--- src/rtl/pattern_rom_arbiter.sv ---
// Round-robin arbiter sharing one synchronous pattern ROM among NUM_CH sequencers.
// Each grant runs a fixed four-cycle read (IDLE, ISSUE, WAIT, ACK) ending in a one-cycle ack.
module pattern_rom_arbiter #(
    parameter int unsigned NUM_CH     = 4,
    parameter int unsigned ADDR_WIDTH = 5,
    parameter int unsigned DATA_WIDTH = 16
) (
    input  logic                         i_clk,
    input  logic                         i_rst,
    input  logic [NUM_CH-1:0]            i_req,
    input  logic [NUM_CH*ADDR_WIDTH-1:0] i_addr,
    output logic [NUM_CH-1:0]            o_ack,
    output logic [DATA_WIDTH-1:0]        o_data,
    output logic                         o_rom_en,
    output logic [ADDR_WIDTH-1:0]        o_rom_addr,
    input  logic [DATA_WIDTH-1:0]        i_rom_data,
    output logic                         o_busy
);

    localparam int unsigned PTR_W = (NUM_CH > 1) ? $clog2(NUM_CH) : 1;

    typedef enum logic [1:0] {StIdle, StIssue, StWait, StAck} state_t;

    state_t                  r_state;
    state_t                  w_state_next;
    logic [PTR_W-1:0]        r_ptr;
    logic [PTR_W-1:0]        r_gnt;
    logic [PTR_W-1:0]        w_winner;
    logic [PTR_W-1:0]        w_cand;
    logic                    w_found;
    logic                    r_rom_en;
    logic [ADDR_WIDTH-1:0]   r_rom_addr;
    logic [NUM_CH-1:0]       r_ack;
    logic [DATA_WIDTH-1:0]   r_data;
    logic [ADDR_WIDTH-1:0]   w_addr_arr [NUM_CH];

    always_comb begin
        for (int k = 0; k < int'(NUM_CH); k++) begin
            w_addr_arr[k] = i_addr[k*ADDR_WIDTH +: ADDR_WIDTH];
        end
    end

    // Scan from farthest to nearest so the first set bit after ptr wins last.
    always_comb begin
        w_found  = 1'b0;
        w_winner = r_ptr;
        w_cand   = r_ptr;
        for (int i = int'(NUM_CH); i >= 1; i--) begin
            w_cand = PTR_W'((int'(r_ptr) + i) % int'(NUM_CH));
            if (i_req[w_cand]) begin
                w_found  = 1'b1;
                w_winner = w_cand;
            end
        end
    end

    always_comb begin
        w_state_next = r_state;
        unique case (r_state)
            StIdle:  if (w_found) w_state_next = StIssue;
            StIssue: w_state_next = StWait;
            StWait:  w_state_next = StAck;
            StAck:   w_state_next = StIdle;
            default: w_state_next = StIdle;
        endcase
    end

    always_ff @(posedge i_clk) begin
        if (i_rst) begin
            r_state    <= StIdle;
            r_ptr      <= PTR_W'(NUM_CH - 1);
            r_gnt      <= '0;
            r_rom_en   <= 1'b0;
            r_rom_addr <= '0;
            r_ack      <= '0;
            r_data     <= '0;
        end else begin
            r_state <= w_state_next;
            unique case (r_state)
                StIdle: begin
                    if (w_found) begin
                        r_ptr      <= w_winner;
                        r_gnt      <= w_winner;
                        r_rom_addr <= w_addr_arr[w_winner];
                        r_rom_en   <= 1'b1;
                    end
                end
                StIssue: r_rom_en <= 1'b0;
                StWait: begin
                    r_data <= i_rom_data;
                    r_ack  <= NUM_CH'(1) << r_gnt;
                end
                StAck:   r_ack <= '0;
                default: r_ack <= '0;
            endcase
        end
    end

    assign o_ack      = r_ack;
    assign o_data     = r_data;
    assign o_rom_en   = r_rom_en;
    assign o_rom_addr = r_rom_addr;
    assign o_busy     = (r_state != StIdle);

endmodule

--- config.mk ---
export PLATFORM = sky130hd
export DESIGN_NAME = pattern_rom_arbiter
export DESIGN_NICKNAME = d
export VERILOG_FILES = /design/src/rtl/pattern_rom_arbiter.sv
export SDC_FILE = /design/constraint.sdc
export NUM_CORES = 1
export LEC_CHECK = 0
export CELL_PAD_IN_SITES_DETAIL_PLACEMENT = 0
export CELL_PAD_IN_SITES_GLOBAL_PLACEMENT = 1
export CORE_ASPECT_RATIO = 2
export CORE_MARGIN = 1.5
export CORE_UTILIZATION = 29
export DETAILED_ROUTE_END_ITERATION = 10
export HOLD_SLACK_MARGIN = 0.06
export PLACE_DENSITY_LB_ADDON = 0.08
export SLEW_MARGIN = 30
export SYNTH_ARGS = -nofsm -noshare
export SYNTH_HDL_FRONTEND = slang
export SYNTH_SLANG_ARGS = --single-unit
--- constraint.sdc ---
create_clock -name i_clk -period 1.8 [get_ports i_clk]
set_clock_uncertainty 0.1 [all_clocks]
set_input_delay 0.27 -clock i_clk [delete_from_list [all_inputs] [get_ports i_clk]]
set_output_delay 0.27 -clock i_clk [all_outputs]
set_load 0.01 [all_outputs]
==> impl_metrics.yaml, run 1 <==
worst_setup_path:
  r2r_end: "o_rom_addr[2]$_SDFFE_PP0P_"
  path_cells: "clkdlybuf4s50_1 > inv_1 > a21o_1 > a221o_2 > a211oi_1 > o31ai_1"
  max_stage_delay_ps: 530
  end_kind: "register"
  worstSetupStartpointType: "primary input"
  cp_slowest_cell: "clkdlybuf4s50_1"
  reg2reg_depth: 5
  cp.arrival_ps: 1810
  critPathMaxFanout: 6
  timing.rr.start: "r_ptr[0]$_SDFFE_PP1P_"
  path_class: "primary input to register"
  regToRegSetupSlack_ps: 190
  critPathRequiredTime_ps: 1860
routing:
  via_per_inst: 4.894
  wl_met3_um: 218
  first_pass_iters: 4
  drc: 0
  drt_iter0_drc: 18
  met2_length_um: 2442
  top_layer: "met4"
  ant_nets: 0
  routed_wl_um: 4066
  wirelength_met1_um: 1315
  vias: 1483
  wl_per_cell_um: 13.42
die:
  rows: 36
  die_y_um: 104.3
  initial_utilization: 0.3030
  die_w_um: 53.65
  dieArea_um2: 5595
  pin_count: 69
  core_um2: 4910
logic_synthesis:
  synthCells: 165
  ys_top_cells_by_area: "dfxtp_1, mux2i_1, nor2_1"
  synth_edf_count: 0
  synthDominantCellAreaShare: 0.4306
  synth_most_common_cell: "dfxtp_1"
  synth_ff_type: "dfxtp_1"
  synth_commonest_cells: "dfxtp_1, nor2_1, mux2i_1"
  ys_seq_area_frac: 0.4306
  async_flop_share: 0
  synth_area_um2: 1488
  ys_warn_count: 0
  synth_cell_types: 27
  synth_nets: 212
  avgSynthCellArea_um2: 9.016
  yosys_register_bits: 32
  synth_top_cell_by_area: "dfxtp_1"
global_routing:
  grt_pass1_vias: 1488
  antenna_found_initial: 0
  grt_max_degree: 26
  grt.overflow.total: 0
  gr-usage-all-layers: 0.1507
  grt_pass1_wl_um: 6285
power:
  ir_drop_uv: 601.1
  power_frac_seq: 0.342
  p_per_area_nw_per_um2: 1182
  p_comb_frac: 0.454
  p_int_uw: 1910
  leakage_uw: 0.0009573
  p_sw_uw: 972.8
  clkPwrFrac: 0.203
  switching_share: 0.3374
hold_path:
  hp-start: "o_rom_en$_SDFFE_PP0P_"
  min_path_type: "register to register"
  min_path_cells: 2
  min_to: "o_rom_en$_SDFFE_PP0P_"
clock_network:
  path_clk_slew_ps: 60
  postCtsSetupRepairBufs: 0
  numCtsBuffers: 5
  root_buffer: "clkbuf_8"
  cts_buffer_depth: 2
  cts_sinks: 32
  clk_latency_ps: 280
  h-tree-depth: 2
  cts_tree: "yes"
timing:
  finalCritPeriodShare: 0.9724
  slew_headroom: 0.7729
  fin_tns_setup_ps: 0
  period_needed_ps: 1750
  clock.fmax_mhz: 571.3
  report.final.slew_viol_count: 0
  hold_violations: 0
  setup_violations: 0
  worst_pin_slew_ps: 340.6
cells_and_area:
  area_growth_syn_to_layout_pct: 63.92
  fin_nets: 293
  n_antenna_cell: 0
  final_layout_size_suffix_gt1_frac: 0.1382
  final_area_um2: 2439
placement:
  dp_hpwl_um: 3290
  dpl_cell_area_um2: 2323
  gp_congestion: 0.7398
  portBuffers: 68
flow_run:
  maxCapViolCount: 0
outcome:
  status: "complete, no violations"
[timing repair]
| item | 4_1_cts | 5_1_grt |
|---|---|---|
| hold buffers | 0 | 0 |
| setup endpoints to repair | 1 | 5 |
| cloned | 0 | 0 |
| resized for setup | 1 | 6 |
[layer usage]
metal	track usage	vias up
li1	-	741
met1	0.1172	690
met2	0.3025	46
met3	0.03305	6
met4	0.07875	0
met5	0	-
[area by class of cell]
| class | count | area [um^2] |
|---|---|---|
| Fill cell | 503 | 2471 |
| Clock buffer | 7 | 96.34 |
| Tap cell | 57 | 71.32 |
| Sequential cell | 32 | 641.9 |
| Multi-Input combinational cell | 117 | 798.3 |
| Inverter | 7 | 26.28 |
| Timing Repair Buffer | 83 | 804.5 |
[flip-flops by register name, indices dropped and copies added (netlist names)]
register and cells:
r_state 2, o_rom_addr 5, r_gnt 2, o_rom_en 1, o_ack 4, r_ptr 2, o_data 16
[logic make-up after synthesis]
| group | after synthesis | share of synthesized area |
|---|---|---|
| compound gates | 32 | 0.1657 |
| fa+ha+maj | 5 | 0.04205 |
| buf+inv | 16 | 0.04542 |
| flops | 32 | 0.4306 |
| mux | 16 | 0.1077 |
| simple gates | 64 | 0.2086 |
[per-stage QoR]
step                total power [uW]  instances  hold WS, ps  utilization  setup WS (ps)
finish                          2883        303        385.1       0.4967          49.69
global route                    3090        303        416.9       0.4967         -4.524
CTS                             2901        303        395.2       0.4926          2.221
detailed placement              2314        296        381.2       0.4732         -300.5
global placement                2265        296        369.2       0.4732         -148.2
floorplan                       1677        165        317.2            -          268.6
[critical path: cells and delay by family]
kind / cells / cell delay [ps]
buffers and inverters: 2 / 590
AO/OA/AOI/OAI: 4 / 970
[cells in the final DEF (no fill, tap or decap), types with 2 or more instances in the layout]
master | synthesis | final
mux2i_1 | 16 | 16
o21ai_1 | 2 | 2
clkbuf_8 | 0 | 7
and3_1 | 11 | 11
nand2b_1 | 3 | 3
nor2_1 | 25 | 25
inv_1 | 7 | 7
a21oi_1 | 8 | 8
buf_4 | 0 | 14
o31ai_1 | 5 | 5
a211oi_1 | 9 | 6
nand3_1 | 7 | 7
a211oi_2 | 1 | 4
clkdlybuf4s50_1 | 0 | 67
nand2_1 | 8 | 7
dfxtp_1 | 32 | 31
ha_1 | 5 | 5
nor3_1 | 7 | 7
[power by group through the flow]
stage	Clock [uW]	Sequential, uW	Combinational (uW)
floorplan	0	1040	633
global placement	0	992	1270
detailed placement	0	1000	1310
CTS	607	988	1310
global route	647	1010	1440
finish	586	987	1310
[worst max-delay path by stage]
| stage | startpoint | endpoint | slack, ps | cells past startpoint |
|---|---|---|---|---|
| after detailed placement | i_req[1] | o_rom_addr[3]$_SDFFE_PP0P_ | -300 | 6 |
| after global routing | i_req[0] | o_rom_addr[0]$_SDFFE_PP0P_ | -5 | 6 |
| after CTS | i_req[1] | o_rom_addr[3]$_SDFFE_PP0P_ | 2 | 6 |
| after floorplan | r_state[0]$_SDFFE_PP0P_ | o_data[8]$_SDFFE_PP0P_ | 270 | 6 |
| final | i_req[0] | o_rom_addr[2]$_SDFFE_PP0P_ | 50 | 6 |
| after global placement | i_req[0] | o_rom_addr[3]$_SDFFE_PP0P_ | -150 | 6 |
No activity file was read; power rests on OpenSTA's default activity.
==> run 2: changes to the inputs <==
--- a/config.mk
+++ b/config.mk
@@ -11,6 +11,7 @@
 export CORE_MARGIN = 1.5
 export CORE_UTILIZATION = 29
 export DETAILED_ROUTE_END_ITERATION = 10
+export GPL_ROUTABILITY_DRIVEN = 0
 export HOLD_SLACK_MARGIN = 0.06
 export PLACE_DENSITY_LB_ADDON = 0.08
 export SLEW_MARGIN = 30
==> results of run 2 <==
The final DEF is identical to that of run 1; final timing and power are the same.
==> run 3: changes to the inputs <==
--- a/config.mk
+++ b/config.mk
@@ -8,7 +8,7 @@
 export CELL_PAD_IN_SITES_DETAIL_PLACEMENT = 0
 export CELL_PAD_IN_SITES_GLOBAL_PLACEMENT = 1
 export CORE_ASPECT_RATIO = 2
-export CORE_MARGIN = 1.5
+export CORE_MARGIN = 2
 export CORE_UTILIZATION = 29
 export DETAILED_ROUTE_END_ITERATION = 10
 export GPL_ROUTABILITY_DRIVEN = 0
==> impl_metrics.yaml, run 3 (synthesized netlist as in run 1, its figures left out) <==
global_routing:
  grt_max_degree: 26
  grt_use_met2: 0.2840
  grt.overflow.total: 0
  busiest_layer: "met2"
  grt_pass1_wl_um: 6272
  antenna_found_initial: 0
  grt_pass1_vias: 1507
  use_met1: 0.1190
  gr-usage-all-layers: 0.1449
  met3_usage: 0.02975
die:
  die_w_um: 54.65
  pin_count: 69
  dieArea_um2: 5754
  core_um2: 4910
  initial_utilization: 0.3030
  die_y_um: 105.3
  rows: 36
clock_network:
  numCtsBuffers: 5
  clk_latency_ps: 270
  root_buffer: "clkbuf_8"
  cts_sinks: 32
  cts-hold-fix-buffers: 0
  path_clk_slew_ps: 60
  h-tree-depth: 2
  cts_tree: "yes"
  postCtsSetupRepairBufs: 0
  cts_buffer_depth: 2
timing:
  hold_violations: 0
  fin_tns_setup_ps: 0
  finalCritPeriodShare: 0.9815
  slew_headroom: 0.7754
  rsz0062_at_grt: "yes"
  setup_violations: 0
  report.final.slew_viol_count: 0
  worst_pin_slew_ps: 336.9
  clock.fmax_mhz: 566.0
  period_needed_ps: 1767
cells_and_area:
  layout_commonest_cell: "clkdlybuf4s50_1"
  final_layout_size_suffix_gt1_frac: 0.1301
  area_growth_syn_to_layout_pct: 62.07
  mostFrequentLayoutCells: "clkdlybuf4s50_1, dfxtp_1, nor2_1"
  largest_reg_flops: 16
  final_area_um2: 2411
  layout.cells.non_filler: 303
  n_antenna_cell: 0
  fin_nets: 293
routing:
  drt_iter0_drc: 20
  vias: 1476
  routed_wl_um: 3936
  ant_nets: 0
  via_per_inst: 4.871
  drc: 0
  first_pass_iters: 4
  wl_per_cell_um: 12.99
worst_setup_path:
  regToRegSetupSlack_ps: 130
  reg2reg_depth: 6
  critPathMaxFanout: 10
  cp.arrival_ps: 1820
  end_kind: "register"
  critPathRequiredTime_ps: 1860
  worstSetupStartpointType: "primary input"
  r2r_end: "o_rom_addr[1]$_SDFFE_PP0P_"
  timing.rr.start: "r_ptr[0]$_SDFFE_PP1P_"
  path_class: "primary input to register"
hold_path:
  min_to: "o_rom_addr[0]$_SDFFE_PP0P_"
  min_path_type: "register to register"
  hp-start: "o_rom_addr[0]$_SDFFE_PP0P_"
  min_path_cells: 2
power:
  p_per_area_nw_per_um2: 1150
  leakage_uw: 0.0009462
  total_power_uw: 2772
  ir_drop_uv: 570.2
placement:
  place_inst: 296
  dpl_cell_area_um2: 2323
  dp_hpwl_um: 3186
  portBuffers: 68
outcome:
  status: "complete, no violations"
flow_run:
  maxCapViolCount: 0
-- run 3: report_power, final --
part / internal, uW / switching (uW) / total (uW)
registers: 876 / 115 / 990
clock network: 262 / 242 / 504
logic: 684 / 593 / 1280
-- run 3: cell type report --
type                    count  area, um^2
fillers                   504        2499
repair buffers             83       804.5
multi-input cells         117       788.3
flip-flops and latches     32       643.1
clock buffers               6       72.57
well taps                  57       71.32
inverters                   7       26.28
clock inverters             1       5.005
-- run 3: timing repair --
item                                    4_1_cts  5_1_grt
endpoints found under the hold margin         0        0
gates resized for setup                       1        5
endpoints found under the setup margin        1        6
-- run 3: layer usage --
metal | part of all wire | up-vias
met5 | 0 | -
met4 | 0.023 | 0
met3 | 0.060 | 8
met2 | 0.59 | 49
met1 | 0.33 | 676
li1 | - | 743
-- run 3: worst max path at each step --
stage | start | to | slack (ps) | depth (start not counted)
after detailed placement | i_req[3] | o_rom_addr[1]$_SDFFE_PP0P_ | -260 | 6
after global routing | i_req[1] | o_rom_addr[1]$_SDFFE_PP0P_ | -10 | 7
after CTS | i_req[1] | o_rom_addr[1]$_SDFFE_PP0P_ | 50 | 6
final | i_req[3] | o_rom_addr[1]$_SDFFE_PP0P_ | 30 | 7
after global placement | i_req[3] | o_rom_addr[2]$_SDFFE_PP0P_ | -150 | 6
after floorplan | r_state[0]$_SDFFE_PP0P_ | o_data[8]$_SDFFE_PP0P_ | 270 | 6
-- run 3: worst max-delay path, stage by stage --
cell and delay [ps]:
clkdlybuf4s50_1 480, nor2b_2 200, o21ai_1 100, buf_4 180, and3_1 180, a211oi_1 280
o31ai_1 120
-- run 3: metrics by stage --
step	utilization	setup WS (ps)	hold slack, ps
2_1_floorplan	-	268.6	317.2
3_3_place_gp	0.4732	-153.0	369.4
3_5_place_dp	0.4732	-263.9	373.5
4_1_cts	0.4888	45.30	386.1
5_1_grt	0.4911	-10.36	411.7
6_report	0.4911	33.22	384.6
